File: src/rtl/instr_fetch_queue.sv
// Instruction fetch queue: issues sequential fetch requests and buffers in-order responses
// for the decoder. It also handles redirects, stale-response discard and halt-on-fault.
package instr_fetch_queue_pkg;

    typedef logic [3:0] if_reason_t;

    localparam if_reason_t IF_PREFETCH = 4'b0000;
    localparam if_reason_t IF_FLUSH    = 4'b1111;

    typedef struct packed {
        logic       valid;
        logic [5:0] mcause_code;
    } exception_t;

    typedef struct packed {
        logic        taken;
        logic [63:0] target;
    } prediction_t;

    typedef struct packed {
        logic [63:0] pc;
        if_reason_t  if_reason;
        logic [31:0] instr_word;
        prediction_t prediction;
        exception_t  exception;
    } fetched_instr_t;

endpackage

module instr_fetch_queue
    import instr_fetch_queue_pkg::*;
#(
    parameter int unsigned DEPTH    = 4,
    parameter logic [63:0] RESET_PC = 64'h0
) (
    input  logic           clk_i,
    input  logic           rst_i,
    input  logic           redirect_valid_i,
    input  logic [63:0]    redirect_pc_i,
    input  if_reason_t     redirect_reason_i,
    output logic           req_valid_o,
    input  logic           req_ready_i,
    output logic [63:0]    req_pc_o,
    input  logic           resp_valid_i,
    input  logic [31:0]    resp_instr_i,
    input  exception_t     resp_exception_i,
    output logic           out_valid_o,
    input  logic           out_ready_i,
    output fetched_instr_t out_instr_o
);

    localparam int unsigned AW = $clog2(DEPTH);
    localparam int unsigned CW = AW + 1;
    // Discard can accumulate across back-to-back redirects, so it gets extra headroom.
    localparam int unsigned DW = AW + 4;
    localparam logic [CW:0] DEPTH_W = (CW + 1)'(DEPTH);

    typedef enum logic {ST_RUN = 1'b0, ST_HALT = 1'b1} state_t;

    state_t         r_state;
    logic [63:0]    r_fetch_pc;
    logic [63:0]    r_resp_pc;
    if_reason_t     r_next_reason;
    logic [CW-1:0]  r_count;
    logic [CW-1:0]  r_outstanding;
    logic [DW-1:0]  r_discard;
    logic [AW-1:0]  r_rd_ptr;
    logic [AW-1:0]  r_wr_ptr;
    fetched_instr_t r_mem [DEPTH];

    logic [CW:0]    w_inflight;
    logic           w_issue;
    logic           w_pop;
    logic           w_resp_drop;
    logic           w_resp_acc;
    logic           w_resp_fault;
    logic           w_enq;
    fetched_instr_t w_enq_entry;
    logic [CW-1:0]  w_out_next;
    logic [CW-1:0]  w_count_next;
    logic [DW-1:0]  w_disc_sum;
    logic [DW-1:0]  w_disc_redir;
    logic [63:0]    w_redir_pc;

    assign w_inflight   = {1'b0, r_count} + {1'b0, r_outstanding};
    assign req_valid_o  = !rst_i && (r_state == ST_RUN) && (w_inflight < DEPTH_W) && !redirect_valid_i;
    assign req_pc_o     = {r_fetch_pc[63:2], 2'b00};
    assign out_valid_o  = !rst_i && (r_count != '0) && !redirect_valid_i;
    assign out_instr_o  = r_mem[r_rd_ptr];

    assign w_issue      = req_valid_o && req_ready_i;
    assign w_pop        = out_valid_o && out_ready_i;
    assign w_resp_drop  = resp_valid_i && (r_discard != '0);
    assign w_resp_acc   = resp_valid_i && (r_discard == '0);
    assign w_resp_fault = w_resp_acc && resp_exception_i.valid;
    assign w_enq        = w_resp_acc && !redirect_valid_i && !rst_i;
    assign w_redir_pc   = {redirect_pc_i[63:2], 2'b00};
    assign w_disc_sum   = r_discard + DW'(r_outstanding);

    // Entry built from the current response and the tracked response address.
    always_comb begin
        w_enq_entry            = '0;
        w_enq_entry.pc         = r_resp_pc;
        w_enq_entry.if_reason  = r_next_reason;
        w_enq_entry.instr_word = resp_instr_i;
        w_enq_entry.prediction = '0;
        w_enq_entry.exception  = resp_exception_i;
    end

    // Next outstanding count and queue occupancy for the non-redirect path.
    always_comb begin
        w_out_next = r_outstanding;
        if (w_issue && !w_resp_acc) begin
            w_out_next = r_outstanding + CW'(1);
        end else if (!w_issue && w_resp_acc) begin
            w_out_next = r_outstanding - CW'(1);
        end else begin
            w_out_next = r_outstanding;
        end
        case ({w_enq, w_pop})
            2'b10:   w_count_next = r_count + CW'(1);
            2'b01:   w_count_next = r_count - CW'(1);
            default: w_count_next = r_count;
        endcase
    end

    // On redirect every in-flight response becomes stale, less one arriving right now.
    always_comb begin
        w_disc_redir = w_disc_sum;
        if (resp_valid_i && (w_disc_sum != '0)) begin
            w_disc_redir = w_disc_sum - DW'(1);
        end else begin
            w_disc_redir = w_disc_sum;
        end
    end

    // Queue storage; occupancy is tracked by the control registers.
    always_ff @(posedge clk_i) begin
        if (w_enq) begin
            r_mem[r_wr_ptr] <= w_enq_entry;
        end
    end

    // Fetch control state: pcs, counters, pointers and the RUN/HALT state.
    always_ff @(posedge clk_i or posedge rst_i) begin
        if (rst_i) begin
            r_state       <= ST_RUN;
            r_fetch_pc    <= RESET_PC;
            r_resp_pc     <= RESET_PC;
            r_next_reason <= IF_FLUSH;
            r_count       <= '0;
            r_outstanding <= '0;
            r_discard     <= '0;
            r_rd_ptr      <= '0;
            r_wr_ptr      <= '0;
        end else if (redirect_valid_i) begin
            r_state       <= ST_RUN;
            r_fetch_pc    <= w_redir_pc;
            r_resp_pc     <= w_redir_pc;
            r_next_reason <= redirect_reason_i;
            r_count       <= '0;
            r_outstanding <= '0;
            r_discard     <= w_disc_redir;
            r_rd_ptr      <= '0;
            r_wr_ptr      <= '0;
        end else begin
            if (w_issue) begin
                r_fetch_pc <= r_fetch_pc + 64'd4;
            end
            if (w_resp_acc) begin
                r_resp_pc     <= r_resp_pc + 64'd4;
                r_next_reason <= IF_PREFETCH;
            end
            // A fault turns every request still in flight into a discard.
            if (w_resp_drop) begin
                r_discard <= r_discard - DW'(1);
            end else if (w_resp_fault) begin
                r_discard <= DW'(w_out_next);
            end
            if (w_resp_fault) begin
                r_state       <= ST_HALT;
                r_outstanding <= '0;
            end else begin
                r_outstanding <= w_out_next;
            end
            if (w_enq) begin
                r_wr_ptr <= r_wr_ptr + AW'(1);
            end
            if (w_pop) begin
                r_rd_ptr <= r_rd_ptr + AW'(1);
            end
            r_count <= w_count_next;
        end
    end

endmodule

File: config.mk
export PLATFORM = sky130hd
export DESIGN_NAME = instr_fetch_queue
export DESIGN_NICKNAME = d
export VERILOG_FILES = /design/src/rtl/instr_fetch_queue.sv
export SDC_FILE = /design/constraint.sdc
export NUM_CORES = 1
export LEC_CHECK = 0
export BUFFER_PORTS_ARGS = -buffer_cell sky130_fd_sc_hd__buf_2
export CELL_PAD_IN_SITES_DETAIL_PLACEMENT = 1
export CELL_PAD_IN_SITES_GLOBAL_PLACEMENT = 1
export CORE_MARGIN = 1.5
export CORE_UTILIZATION = 45
export CTS_CLUSTER_DIAMETER = 30
export CTS_CLUSTER_SIZE = 20
export DETAILED_ROUTE_END_ITERATION = 8
export HOLD_SLACK_MARGIN = 0.05
export PLACE_DENSITY_LB_ADDON = 0.1
export SYNTH_ARGS = -nofsm -noshare
export SYNTH_HDL_FRONTEND = slang
export SYNTH_SLANG_ARGS = --single-unit
File: constraint.sdc
create_clock -name clk_i -period 10.35 [get_ports clk_i]
set_input_delay 2.5875 -clock clk_i [delete_from_list [all_inputs] [get_ports clk_i]]
set_output_delay 2.5875 -clock clk_i [all_outputs]
set_load 0.01 [all_outputs]
# After elaboration in Yosys (flattened, before gate mapping)
# Memory sizes are Yosys's and may differ from the RTL's.
# Index checks and enable logic that the tools add are counted.
# totals
register_bits	149
latch_bits	0
mem_bits_rw	428
rom_bits	0
inputBits	113
output_inout_bits	238
wordCells	80
n_memories	1
# classes
n_addsub	12
multipliers	0
div	0
order_cmp	1
n_eq_ne	2
shift	0
n_mux	24
bitwise_logic	1
reduce_logical	30
# memory_table
name	depth	word_bits	rd	rd_clocked_by_memory_dff	write_ports	line_no	rtl
r_mem	4	107	1	0	1	69	fetched_instr_t r_mem [DEPTH];
# ops
op	count
64-bit 2-to-1 mux	4
64-bit by 3-bit adder with 64-bit output (second input constant)	2
6-bit 2-to-1 mux	4
1-bit logical AND	15
3-bit 2-to-1 mux	5
6-bit nonzero test	2
6-bit by 1-bit subtractor with 6-bit output (second input constant)	2
2-bit nonzero test	5
3-bit nonzero test	3
2-bit 2-to-1 mux	4
4-bit 2-to-1 mux	2
3-bit by 1-bit adder with 3-bit output (second input constant)	2
6-bit by 3-bit adder with 6-bit output	1
6-bit zero test	1
3-bit case mux with 2 select lines	1
3-bit by 1-bit subtractor with 3-bit output (second input constant)	2
2-bit by 1-bit adder with 2-bit output (second input constant)	2
3-bit by 3-bit adder with 4-bit output	1
1-bit zero test	4
4-bit by 3-bit < comparator with 1-bit output (second input constant)	1
1-bit 2-to-1 mux	4
2-bit by 1-bit == test with 1-bit output (second input constant)	1
2-bit == test (second input constant)	1
1-bit inverter	1

# Depth between registers and ports, before layout
# logic_depth
depth_word	12
mapped_depth	10
depth_no_buf	9

# Worst setup path after synthesis
# Ideal clock, no wire load.
# synth_path
path_kind	input port to flip-flop
start	input resp_valid_i
end	memory r_mem[0][0] in the netlist's numbering, enable pin
setup_ns	0.477
t_arrival_ns	6.169
required_time_ns	9.873
path_slack_ns	3.704
stages	7
n_path_buf	4
cell_sequence	clkbuf_1 nand3b_1 nor2_1 buf_2 buf_2 clkbuf_1 and3_1
# synth_via
elab_chain_cells	5
# synth_lines
item	line_no	rtl
start: declaration	44	input logic resp_valid_i,
1-bit logical AND	94	assign w_resp_acc = resp_valid_i && (r_discard == '0);
1-bit logical AND (2 in series)	96	assign w_enq = w_resp_acc && !redirect_valid_i && !rst_i;
1-bit 2-to-1 mux	139	if (w_enq) begin
1-bit 2-to-1 mux (not written as such)	140	r_mem[r_wr_ptr] <= w_enq_entry;
end: declaration	69	
# No other way between the ends.

# Worst setup path in the final report
# layout_path
start	input redirect_valid_i
end	output req_valid_o
# layout_via
elab_chain_cells	2
# layout_lines
item	line_no	rtl
start: declaration	38	input logic redirect_valid_i,
1-bit zero test	86	assign req_valid_o = !rst_i && (r_state == ST_RUN) && (w_inflight < DEPTH_W) && !redirect_valid_i;
1-bit logical AND	86	
end: declaration	41	output logic req_valid_o,
# No other way between the ends.

==> impl_metrics.toml <==
[clocking]
clock-root-buffer = "clkbuf_16"
cts_sinks = 565
clk_pin_slew_ps = 50
cts_setup_buffers = 0
clock_latency_ps = 670
cts_resized = 0
holdBufCountCts = 0
numCtsBuffers = 119
htreeDepth = 3
clk_path_buf_depth = 3
cts_tree = "built"

[setup_path]
arrival_ps = 3930
cp_top_family = "buffers and inverters"
required_ps = 7760
slowest_stage = "buf_4"
cp-end-kind = "output pin"
path_buf_inv = 2
cp_max_fo = 79
path_class = "in2out"
crit_chain = "buf_4 -> nor2_1 -> and3_1 -> buf_2"
startpoint_type = "input port"
cpPeakStageDelay_ps = 610

[timing]
period_share = 0.630
final_max_slew_viol_count = 0
tns_ps = 0
fin_skew_ps = 21.1
timing.final.setup_violations = 0
hold_viol = 0
fmax_ghz = 0.153
worst_pin_slew_ps = 1060
slew_headroom = 0.295
rsz0062_at_grt = "false"
hold_slack_ps = 503
fin_crit_ps = 6520

[floorplan]
die-area_um2 = 55900
coreArea_um2 = 53800
die_h_um = 236
fp-row-count = 85
start_util = 0.455
fp.dieW_um = 236
ios = 351

[detailed_routing]
route.detailed.drc = 0
wl_met2_um = 32800
ant_nets = 0
drt-wirelength-per-cell_um = 24.2
wl_met3_um = 3580
wl_met1_um = 29000
drt_iter0_markers = 930
vias_per_cell = 5.66
topRoutingLayerUsed = "met4"
vias = 15777
first_pass_iters = 6
drt_wl_total_um = 67500

[power]
clkPwrFrac = 0.547
internal_power_w = 0.00522
swShare = 0.243
irDropWorstVdd_mv = 0.147
p_leak_nw = 11.2
p_seq_frac = 0.386
power.density_nw_per_um2 = 226
p_sw_w = 0.00168
comb_power_share = 0.067

[grt]
grt-ovfl-total = 0
track_usage = 0.244
grt_pass1_vias = 16884
grt_pass1_wl_um = 103000
grt_max_degree = 80
antenna_found_initial = 4

[synthesis]
syn_area_um2 = 24500
synth_area_leaders = "edfxtp_1 51%, dfrtp_1 14%, mux4_2 9.6%"
synth_top_family_by_area = "multiplexers"
synth_top_area_share = 0.515
synth.distinct_cells = 63
synth_fa_ha_area_frac = 0.0103
synth_top_flop_cell = "edfxtp_1"
yosysTopAreaCell = "edfxtp_1"
yosys.area_share.simple = 0.100
async_flop_share = 0.257
synth_edf_count = 420
synth-xor-area-share = 0.0279
synth.mux.area_fraction = 0.108
ys_ff_latch = 565
seq_area_frac_synth = 0.663
avgSynthCellArea_um2 = 14.9
synth_cells = 1643
yosys_warnings = 0
synth_compound_area_frac = 0.0538

[layout]
layout-drive-gt1-share = 0.315
nets = 2116
synthToLayoutAreaGrowth_pct = 24.4
fin_util = 0.566

[run]
max_cap_violations = 0

[placement]
hpwl_um = 42700
numPortBuffers = 279
gp_congestion = 0.849

[hold_path]
hp-class = "reg2reg"

[outcome]
status = "finished, final reports clean"
final timing paths:
kind / start / endpoint / slack (ps) / depth (start not counted)
min: r_next_reason[0] / r_next_reason[0] / 500 / 2
max: redirect_valid_i / req_valid_o / 3830 / 4
max in group asynchronous: rst_i / r_discard[5] / 6740 / 3
max reg2reg: r_discard[1] / r_mem[0][89] / 6900 / 6
min reg2reg: r_next_reason[0] / r_next_reason[0] / 500 / 2
min in group asynchronous: rst_i / r_wr_ptr[1] / 2120 / 2
flip-flops by register name, indices dropped and copies added, names as in the netlist:
register       cells
r_state            1
r_mem            420
r_discard          6
r_resp_pc         62
r_next_reason      4
r_rd_ptr           2
r_outstanding      3
r_fetch_pc        62
r_wr_ptr           2
r_count            3
per-stage QoR:
stage / area (um2) / cells / power, W / setup slack (ps)
CTS: 30500 / 2781 / 0.00695 / 3760
global placement: 26400 / 2559 / 0.00314 / 3770
global route: 30500 / 2784 / 0.00712 / 3690
finish: 30500 / 2786 / 0.00689 / 3830
floorplan: 24800 / 1711 / 0.00297 / 3700
detailed placement: 26400 / 2559 / 0.00315 / 3740
cells in the final DEF, fill, tap and decap left out, types with 24 or more instances in the layout:
cell type,count
nand3_1,79
o21ai_0,91
buf_2,278
edfxtp_1,420
xnor2_1,42
xor2_1,36
nor2_1,62
and3_1,24
nand4_1,51
a21oi_1,24
dfrtp_1,139
clkinv_2,25
nor3_1,33
clkbuf_16,120
mux4_2,105
conb_1,69
nand2_1,145
o211ai_1,26
layer usage:
| metal | GRT usage | vias up |
|---|---|---|
| met5 | 0 | - |
| met4 | 0.0969 | 0 |
| met3 | 0.0473 | 115 |
| met2 | 0.395 | 497 |
| met1 | 0.327 | 8152 |
| li1 | - | 7013 |
cells by family after synthesis:
family          count (synthesis)
xor+xnor                       78
compound gates                210
buf+inv                       163
fa+ha+maj                      19
flops                         565
simple gates                  475
other cells                     1
mux                           132
power by group through the flow:
stage               Sequential (W)  Clock [W]  Combinational (W)
floorplan                  0.00266          0           0.000315
global placement           0.00269          0           0.000448
detailed placement         0.00270          0           0.000459
CTS                        0.00266    0.00383           0.000464
global route               0.00267    0.00393           0.000514
finish                     0.00266    0.00377           0.000462
layout make-up:
cell class	instances	area (um2)
Fill cell	5183	23300
Sequential cell	565	16300
Multi-Input combinational cell	983	7660
Clock buffer	144	3200
Timing Repair Buffer	296	1530
Clock inverter	78	881
Tap cell	696	871
Inverter	19	76.3
Antenna cell	5	12.5
tightest hold or removal path: stages, from the launching register on:
cell and delay [ps]:
dfstp_2 380, nand2_1 50, o21ai_0 60
synth_stat cells, types with 5 or more instances:
| cell type | instances |
|---|---|
| clkbuf_1 | 53 |
| mux2i_1 | 9 |
| mux4_2 | 105 |
| buf_4 | 71 |
| mux2_2 | 18 |
| xnor2_1 | 42 |
| nand4_1 | 51 |
| a41oi_1 | 6 |
| or3_1 | 5 |
| xor2_1 | 36 |
| and2_1 | 9 |
| nor2b_1 | 5 |
| buf_2 | 7 |
| o311ai_1 | 5 |
| o221ai_1 | 5 |
| nand3_1 | 79 |
| and3_1 | 28 |
| nor2_1 | 64 |
| o211ai_1 | 26 |
| edfxtp_1 | 420 |
| a31oi_1 | 17 |
| o311ai_0 | 19 |
| nand2_1 | 145 |
| dfrtp_1 | 141 |
| or2_2 | 6 |
| a21oi_1 | 24 |
| ha_1 | 17 |
| nor3_1 | 34 |
| nor4_1 | 12 |
| buf_1 | 12 |
| and4_1 | 8 |
| o21ai_0 | 91 |
| inv_1 | 18 |
No activity file was read; power rests on OpenSTA's default activity.
